[src/rtl/regfile_param_if.sv]
// regfile_param_if -- bus bundle for the parametrised register file.
//   master : drives the write port, read strobes/addresses and clear request
//   slave  : the register file; returns read data, busy and clearDone
// Ports carried:
//   write/writeReg/writeData/writeMask  byte-masked write port
//   readEn/readReg1/readReg2            shared read strobe, two read addresses
//   readData1/readData2                 registered read data
//   clearReq/busy/clearDone             bulk-clear request and status
interface regfile_param_if #(
  parameter int DATA_W = 32,
  parameter int ADDR_W = 5
);
  logic                  write;
  logic [ADDR_W-1:0]     writeReg;
  logic [DATA_W-1:0]     writeData;
  logic [DATA_W/8-1:0]   writeMask;
  logic                  readEn;
  logic [ADDR_W-1:0]     readReg1;
  logic [ADDR_W-1:0]     readReg2;
  logic [DATA_W-1:0]     readData1;
  logic [DATA_W-1:0]     readData2;
  logic                  clearReq;
  logic                  busy;
  logic                  clearDone;

  modport master (
    output write, writeReg, writeData, writeMask,
    output readEn, readReg1, readReg2, clearReq,
    input  readData1, readData2, busy, clearDone
  );

  modport slave (
    input  write, writeReg, writeData, writeMask,
    input  readEn, readReg1, readReg2, clearReq,
    output readData1, readData2, busy, clearDone
  );
endinterface

[src/rtl/regfile_param.sv]
// regfile_param -- parametrised clocked register file.
//   One byte-masked write port, two registered read ports (1-cycle latency)
//   with optional write-to-read bypass, optional hardwired-zero entry 0, and
//   a bulk-clear engine that zeroes one entry per cycle.
// Ports:
//   clk    rising-edge clock
//   rst_n  asynchronous active-low reset (clears every entry and all outputs)
//   bus    regfile_param_if slave modport (write, read and clear signals)
module regfile_param #(
  parameter int DATA_W   = 32,
  parameter int ADDR_W   = 5,
  parameter int DEPTH    = 32,
  parameter int ZERO_REG = 1,
  parameter int BYPASS   = 1
) (
  input  logic             clk,
  input  logic             rst_n,
  regfile_param_if.slave   bus
);

  typedef enum logic [1:0] {IDLE, CLEAR, DONE} state_t;

  state_t              state_reg;
  logic [ADDR_W-1:0]   cnt_reg;
  logic                busy_reg;
  logic                done_reg;

  logic [DATA_W-1:0]       byte_mask;
  logic [DATA_W-1:0]       wr_old;
  logic [DATA_W-1:0]       wr_merged;
  logic [DATA_W-1:0]       raw1;
  logic [DATA_W-1:0]       raw2;
  logic [DATA_W-1:0]       rd1_next;
  logic [DATA_W-1:0]       rd2_next;
  logic [DATA_W-1:0]       rd1_reg;
  logic [DATA_W-1:0]       rd2_reg;
  logic [DEPTH*DATA_W-1:0] mem_flat;
  logic                    wr_in_range;
  logic                    wr_commit;

  // Expand one enable bit per byte into a full-width bit mask.
  for (genvar gi = 0; gi < DATA_W / 8; gi++) begin : g_mask
    assign byte_mask[gi*8 +: 8] = {8{bus.writeMask[gi]}};
  end

  assign wr_in_range = (32'(bus.writeReg) < 32'(DEPTH));
  // A write only lands when it is in range, not aimed at a hardwired zero,
  // and the clear sweep is not running. Bypass keys off this same signal,
  // so dropped writes are never forwarded.
  assign wr_commit = bus.write && !busy_reg && wr_in_range &&
                     !((ZERO_REG != 0) && (bus.writeReg == '0));

  // Entries are plain flops: the asynchronous reset has to clear them all.
  for (genvar gi = 0; gi < DEPTH; gi++) begin : g_entry
    logic [DATA_W-1:0] q;
    logic              clr_hit;
    logic              wr_hit;

    assign clr_hit = (state_reg == CLEAR) && (cnt_reg == ADDR_W'(gi));
    assign wr_hit  = wr_commit && (bus.writeReg == ADDR_W'(gi));

    always_ff @(posedge clk or negedge rst_n) begin
      if (!rst_n) begin
        q <= '0;
      end else if (clr_hit) begin
        q <= '0;
      end else if (wr_hit) begin
        q <= wr_merged;
      end
    end

    assign mem_flat[gi*DATA_W +: DATA_W] = q;
  end

  // Address decode for both read ports and the write port's old value.
  // Addresses at or beyond DEPTH match no entry and read as zero.
  always_comb begin
    raw1   = '0;
    raw2   = '0;
    wr_old = '0;
    for (int i = 0; i < DEPTH; i++) begin
      if (bus.readReg1 == ADDR_W'(i)) raw1   = mem_flat[i*DATA_W +: DATA_W];
      if (bus.readReg2 == ADDR_W'(i)) raw2   = mem_flat[i*DATA_W +: DATA_W];
      if (bus.writeReg == ADDR_W'(i)) wr_old = mem_flat[i*DATA_W +: DATA_W];
    end
  end

  assign wr_merged = (wr_old & ~byte_mask) | (bus.writeData & byte_mask);

  always_comb begin
    rd1_next = raw1;
    if ((ZERO_REG != 0) && (bus.readReg1 == '0)) begin
      rd1_next = '0;
    end else if ((BYPASS != 0) && wr_commit && (bus.readReg1 == bus.writeReg)) begin
      rd1_next = wr_merged;
    end
  end

  always_comb begin
    rd2_next = raw2;
    if ((ZERO_REG != 0) && (bus.readReg2 == '0)) begin
      rd2_next = '0;
    end else if ((BYPASS != 0) && wr_commit && (bus.readReg2 == bus.writeReg)) begin
      rd2_next = wr_merged;
    end
  end

  always_ff @(posedge clk or negedge rst_n) begin
    if (!rst_n) begin
      rd1_reg <= '0;
      rd2_reg <= '0;
    end else if (bus.readEn && !busy_reg) begin
      rd1_reg <= rd1_next;
      rd2_reg <= rd2_next;
    end
  end

  // Clear sweep. busy/clearDone are registered copies of the state being
  // entered, so busy is high exactly for the DEPTH cycles spent in CLEAR.
  always_ff @(posedge clk or negedge rst_n) begin
    if (!rst_n) begin
      state_reg <= IDLE;
      cnt_reg   <= '0;
      busy_reg  <= 1'b0;
      done_reg  <= 1'b0;
    end else begin
      case (state_reg)
        IDLE: begin
          done_reg <= 1'b0;
          if (bus.clearReq) begin
            state_reg <= CLEAR;
            cnt_reg   <= '0;
            busy_reg  <= 1'b1;
          end
        end
        CLEAR: begin
          if (cnt_reg == ADDR_W'(DEPTH - 1)) begin
            state_reg <= DONE;
            busy_reg  <= 1'b0;
            done_reg  <= 1'b1;
          end else begin
            cnt_reg <= cnt_reg + 1'b1;
          end
        end
        DONE: begin
          state_reg <= IDLE;
          done_reg  <= 1'b0;
        end
        default: begin
          state_reg <= IDLE;
          busy_reg  <= 1'b0;
          done_reg  <= 1'b0;
        end
      endcase
    end
  end

  assign bus.readData1 = rd1_reg;
  assign bus.readData2 = rd2_reg;
  assign bus.busy      = busy_reg;
  assign bus.clearDone = done_reg;

endmodule

[src/flat_wrapper.sv]
// flat-port wrapper written by rule: the top's interface ports become plain ports
module regfile_param_flat 
#(
  parameter int DATA_W   = 32,
  parameter int ADDR_W   = 5,
  parameter int DEPTH    = 32,
  parameter int ZERO_REG = 1,
  parameter int BYPASS   = 1
)
  (clk, rst_n, bus_write, bus_writeReg, bus_writeData, bus_writeMask, bus_readEn, bus_readReg1, bus_readReg2, bus_clearReq, bus_readData1, bus_readData2, bus_busy, bus_clearDone);
  regfile_param_if #(.DATA_W(DATA_W), .ADDR_W(ADDR_W)) bus_i ();
  input  logic clk;
  input  logic rst_n;
  input wire logic [$bits(bus_i.write)-1:0] bus_write;
  input wire logic [$bits(bus_i.writeReg)-1:0] bus_writeReg;
  input wire logic [$bits(bus_i.writeData)-1:0] bus_writeData;
  input wire logic [$bits(bus_i.writeMask)-1:0] bus_writeMask;
  input wire logic [$bits(bus_i.readEn)-1:0] bus_readEn;
  input wire logic [$bits(bus_i.readReg1)-1:0] bus_readReg1;
  input wire logic [$bits(bus_i.readReg2)-1:0] bus_readReg2;
  input wire logic [$bits(bus_i.clearReq)-1:0] bus_clearReq;
  output wire logic [$bits(bus_i.readData1)-1:0] bus_readData1;
  output wire logic [$bits(bus_i.readData2)-1:0] bus_readData2;
  output wire logic [$bits(bus_i.busy)-1:0] bus_busy;
  output wire logic [$bits(bus_i.clearDone)-1:0] bus_clearDone;
  assign bus_i.write = bus_write;
  assign bus_i.writeReg = bus_writeReg;
  assign bus_i.writeData = bus_writeData;
  assign bus_i.writeMask = bus_writeMask;
  assign bus_i.readEn = bus_readEn;
  assign bus_i.readReg1 = bus_readReg1;
  assign bus_i.readReg2 = bus_readReg2;
  assign bus_i.clearReq = bus_clearReq;
  assign bus_readData1 = bus_i.readData1;
  assign bus_readData2 = bus_i.readData2;
  assign bus_busy = bus_i.busy;
  assign bus_clearDone = bus_i.clearDone;
  regfile_param #(.DATA_W(DATA_W), .ADDR_W(ADDR_W), .DEPTH(DEPTH), .ZERO_REG(ZERO_REG), .BYPASS(BYPASS)) u_core (.clk(clk), .rst_n(rst_n), .bus(bus_i));
endmodule
[config.mk]
export PLATFORM = sky130hd
export DESIGN_NAME = regfile_param_flat
export DESIGN_NICKNAME = d
export VERILOG_FILES = /design/src/rtl/regfile_param_if.sv /design/src/rtl/regfile_param.sv /design/src/flat_wrapper.sv
export SDC_FILE = /design/constraint.sdc
export NUM_CORES = 2
export LEC_CHECK = 0
export ABC_AREA = 1
export CAP_MARGIN = 25
export CORE_MARGIN = 10
export CORE_UTILIZATION = 41
export DETAILED_ROUTE_END_ITERATION = 7
export HOLD_SLACK_MARGIN = 0.02
export SYNTH_ARGS = -nofsm -noshare
export SYNTH_HDL_FRONTEND = slang
export SYNTH_SLANG_ARGS = --single-unit
[constraint.sdc]
create_clock -name clk -period 2.19 [get_ports clk]
set_input_delay 0.219 -clock clk [delete_from_list [all_inputs] [get_ports clk]]
set_output_delay 0.219 -clock clk [all_outputs]
set_load 0.01 [all_outputs]
### Word-level counts from Yosys, hierarchy flattened

Index checks and enable logic that the tools add are counted.
W data, S select, Z words.

| operators by class | value |
|---|---|
| muxes and demuxes | 173 |
| $add $sub $neg | 1 |
| div/mod/pow operators | 0 |
| multipliers | 0 |
| reductions and logical operators | 112 |
| equal/unequal tests | 131 |
| order comparisons | 0 |
| bitwise gates (word level) | 5 |
| shift-type cells | 0 |

Operators with widths:

| operator | number |
|---|---|
| $mux W32 | 162 |
| $eq A5 B5 Y1 const B | 64 |
| $eq A5 B4 Y1 const B | 32 |
| $eq A5 B3 Y1 const B | 16 |
| $logic_and A1 B1 Y1 | 69 |
| $reduce_bool A2 Y1 | 33 |
| $and A32 B32 Y32 | 2 |
| $eq A5 B2 Y1 const B | 8 |
| $not A32 Y32 | 1 |
| $or A32 B32 Y32 | 1 |
| $eq A5 B1 Y1 const B | 4 |
| $logic_not A5 Y1 | 4 |
| $eq A5 B5 Y1 | 2 |
| $mux W5 | 2 |
| $pmux W5 S2 | 1 |
| $ne A2 B2 Y1 const B | 3 |
| $reduce_and A3 Y1 | 2 |
| $add A5 B1 Y5 const B | 1 |
| $mux W1 | 4 |
| $mux W2 | 2 |
| $pmux W2 S2 | 1 |
| $pmux W1 S3 | 1 |
| $eq A2 B1 Y1 const B | 1 |
| $eq A2 B2 Y1 const B | 1 |
| other kinds (4) | 5 |

| word-level totals | value |
|---|---|
| bits in writable memories | 0 |
| bits in read-only memories | 0 |
| bits of input ports | 56 |
| bits in registers | 1097 |
| latch bits | 0 |
| logic and storage cells | 460 |
| memories kept | 0 |

### Logic depth before layout (Yosys ltp)

| depth | value |
|---|---|
| word-level depth | 37 |
| mapped depth | 29 |

### Worst setup path after synthesis

OpenSTA, ideal clock, no wires.

| timing path | value |
|---|---|
| kind | input to register |
| from | input port bus_writeReg[0] |
| to | register u_core.g_entry[3].q[8] |
| stages | 26 |
| arrival time | 2478 ps |
| setup slack | -429 ps |
| library setup time | 141 ps |
| cell sequence | buf_2 inv_2 nor2_4 nand2_1 nor2_1 buf_4 buf_4 a21oi_1 nand4_1 nand2_1 nand4_1 nor2_1 nand4_1 nor2_1 nand4_1 nand2_1 nand3_1 nand2_1 nand4_1 nor2_1 nand4_1 nor2_1 nand3_1 nand2_1 buf_4 o22ai_1 |

| on the way | value |
|---|---|
| word-level cells in the longest chain between the ends | 37 |
| elaborated cells between the ends (all ways) | 72 |

Ends and longest elaborated chain:

| what | RTL line | text |
|---|---|---|
| start: declaration | flat_wrapper.sv:15 | `input wire logic [$bits(bus_i.writeReg)-1:0] bus_writeReg;` |
| $logic_not A5 Y1 | regfile_param.sv:51, regfile_param.sv:84 |  |
| $mux W32 (32 in series) | regfile_param.sv:84 | `if (bus.writeReg == ADDR_W'(i)) wr_old = mem_flat[i*DATA_W +: DATA_W];` |
| $and A32 B32 Y32 | regfile_param.sv:88 | `assign wr_merged = (wr_old & ~byte_mask) \| (bus.writeData & byte_mask);` |
| $or A32 B32 Y32 | regfile_param.sv:88 |  |
| $mux W32 | regfile_param.sv:67 | `end else if (wr_hit) begin` |
| $mux W32 | regfile_param.sv:65 | `end else if (clr_hit) begin` |
| end signal: assignment | regfile_param.sv:68 | `q <= wr_merged;` |
| end: declaration | regfile_param.sv:55 | `logic [DATA_W-1:0] q;` |

Several ways; a longest one is shown, not always the timed one. The select of a mux whose other input is x is not followed.
A chain may end at the register's enable or synchronous reset.

### Final worst setup path

| timing path | value |
|---|---|
| from | register u_core.g_entry[0].q[11] |
| to | register u_core.g_entry[6].q[11] |

| on the way | value |
|---|---|
| word-level cells in the longest chain between the ends | 36 |

Ends and longest elaborated chain:

| what | RTL line |
|---|---|
| start: declaration | regfile_param.sv:55 |
| start signal: assignment | regfile_param.sv:68 |
| $mux W32 (32 in series) | regfile_param.sv:84 |
| $and A32 B32 Y32 | regfile_param.sv:88 |
| $or A32 B32 Y32 | regfile_param.sv:88 |
| $mux W32 | regfile_param.sv:67 |
| $mux W32 | regfile_param.sv:65 |
| end signal: assignment | regfile_param.sv:68 |
| end: declaration | regfile_param.sv:55 |

Every way passes these cells. The select of a mux whose other input is x is not followed.

==> metrics.cfg <==
[timing]
worst_pin_slew_ns=0.930
slew_headroom=0.378
setup_viol=1057
drv_slew=0
clock.fmax_mhz=209
finalSetupTns_ns=-1793.40
setup_slack_ns=-2.60
finalClockSkew_ns=0.0326
rsz0062_at_grt=true
min_period_ns=4.79
hold_viol=0
fin_crit_sh=2.19

[route]
drcViolationCount=9
wirelength_mm=418
wl_per_cell_um=31.3
drt_pre_antenna_iters=8
vias=81500
vias_per_cell=6.11
ant_nets=0
first_iter_violations=12800

[floorplanning]
rows=144
dieWidth_um=415
initial_core_util=0.414
die-height_um=415
core_area_mm2=0.154
die-area_mm2=0.172
top_level_ports=122

[critical_path]
cp_num_cells=23
cpPeakStageDelay_ns=0.58
required_ns=2.84
reg2reg_depth=23
critPathKind=reg -> reg
r2r_setup_slack_ns=-2.60
r2r_start=u_core.g_entry[0].q[11]
end_kind=flip-flop
crit_top_cell=nand4_1
rr_endpoint=u_core.g_entry[6].q[11]
cp_cell_sequence=nand4_1, nand3_1, nand2_2, nand4_1, nand2_2, nand4_1, nor2_2, nand4_1, nor2_4, nand3_4, nand2_2, nand4_1, nor2_2, nand4_1, buf_4, nor2_1, nand4_1, nor2_2, nand3_2, nand2_8, buf_12, buf_12, o22ai_1
crit_family=simple AND/OR/NAND/NOR gates
cpMaxStageDelayCell=nand4_1
arrival_ns=5.44
startpoint_type=flip-flop
cp_num_buf_inv=3
worstPathMaxFanout=6
crit_start=u_core.g_entry[0].q[11]

[worst_hold_path]
hold_depth=3
min_to=u_core.state_reg[0]
hp-class=in -> reg
min-delay-start=bus_clearReq

[yosys]
yosys.area.top_type=dfrtp_1
synthTopCellsByArea=dfrtp_1, nand2_1, o22ai_1
yosysTopAreaCellShare=0.430
syn_inst=9303
syn_area_per_cell_um2=6.86
ys.warnings.count=0
syn-cell-area_mm2=0.0639
ys_types=31
syn-num-nets=9365
ys_seq_area_frac=0.430
ys_ff_latch=1097

[grt]
first_global_vias=76600
track_usage=0.452
grt.overflow.total=0
grt_max_degree=97
antenna_found_initial=23
grt_pass1_wl_mm=566

[clock_network]
clk_latency_ns=0.80
clkTransAtPathRegs_ns=0.06
cts_made_buffers=140
cts_tree=built
cts-root-buf=clkbuf_16
cts_max_level=4
cts.sinks=1097
cts_buffer_depth=3

[layout]
fin_nets=11200
stdcell_count=13300
layout_common_cells=nand2_1, buf_4, dfrtp_1
mostFrequentLayoutCell=nand2_1
drive_above_1_share=0.293
regMostFlops=u_core.g_entry.q
largest_reg_flops=1024
final_core_util=0.620
area_growth_pct=50.0

[placement]
io_buffers=121
hpwlAfterDp_mm=291
gp_congestion=1.07
dp.cells=12900
place_worst_setup_slack_ns=-3.12

[flow_run]
drv_cap=0

[power]
power_density_mw_per_mm2=995
leakagePower_nw=43.8
ir_drop_uv=908

[run_status]
status=complete, but fails checks
violations=design-rule violations, negative setup slack

==> layer usage <==
layer / track usage / wire (um) / part of all wire
met1: 0.517 / 142000 / 0.34
met2: 0.685 / 178000 / 0.42
met3: 0.153 / 53600 / 0.13
met4: 0.371 / 44500 / 0.11
met5: 0.000833 / 484 / 0.0012
==> Yosys cell counts (all sizes together) <==
library cell,n
or2,31
o22ai,735
nand3b,3
clkinv,16
o211ai,1
nand2,2717
dfrtp,1097
ha,6
nand3,495
buf,189
nor3,43
nor4,4
a21oi,203
nand4,587
o2111ai,14
nor2,1167
xor2,6
o21ai,504
clkbuf,424
inv,1061
==> kinds of logic (layout without fill, tap and decap cells) <==
kind of cell | count (synthesis) | in the layout | synth area share
xor gates and xnor gates | 6 | 6 | 0.000823
and+or+nand+nor | 5047 | 5047 | 0.333
DFF | 1097 | 1097 | 0.430
other | 0 | 19 | 0
AOI/OAI and AO/OA | 1457 | 1457 | 0.129
buffers and inverters | 1690 | 3664 | 0.105
adders and majority gates | 6 | 6 | 0.00118
==> power breakdown <==
group	total (mW)	leakage (nW)	internal [mW]	switching, mW
Combinational	39.0	26.6	17.3	21.7
Sequential	31.8	14.9	26.8	5.03
Clock	24.5	2.34	14.2	10.3
Total	95.3	43.8	58.3	37.0
==> how the worst max path moves through the flow <==
stage	end	slack [ns]
after CTS	u_core.g_entry[6].q[11]	-2.08
after floorplan	u_core.g_entry[10].q[8]	-0.38
after global routing	u_core.g_entry[6].q[11]	-2.56
after global placement	u_core.bus.readData1[25]	-3.08
final	u_core.g_entry[6].q[11]	-2.60
after detailed placement	u_core.g_entry[10].q[11]	-3.12
==> metrics by stage <==
step | hold WS [ns] | cell area [um2] | power, mW
3_5_place_dp | 0.168 | 84000 | 63.7
6_report | 0.153 | 95800 | 95.3
4_1_cts | 0.107 | 92500 | 90.8
2_1_floorplan | -0.0766 | 64300 | 43.5
5_1_grt | 0.170 | 95700 | 98.1
3_3_place_gp | 0.175 | 84000 | 63.1
==> worst reg2reg max path: cells and delay by family, from the launching register on <==
kind,cells,cell delay [ns]
DFF,1,0.43
AOI/OAI and AO/OA,1,0.11
buffers and inverters,3,0.68
and+or+nand+nor,19,3.44
==> repair_timing <==
action | 4_1_cts | 5_1_grt
setup endpoints to repair | 1057 | 1057
pin swaps | 159 | 366
gates cloned | 33 | 20
resized for setup | 647 | 565
buffers inserted | 68 | 72
endpoints found under the hold margin | 848 | 0
hold buffers | 2 | 0
==> cell type report <==
cell class,count,area [um2]
clock inverters,53,643
well taps,2044,2560
inverters,1077,4090
multi-input cells,6516,33700
fillers,13900,58600
flip-flops and latches,1097,27500
repair buffers,2334,23200
clock buffers,200,4080
diodes,19,47.5
(Power assumes the default switching activity.)
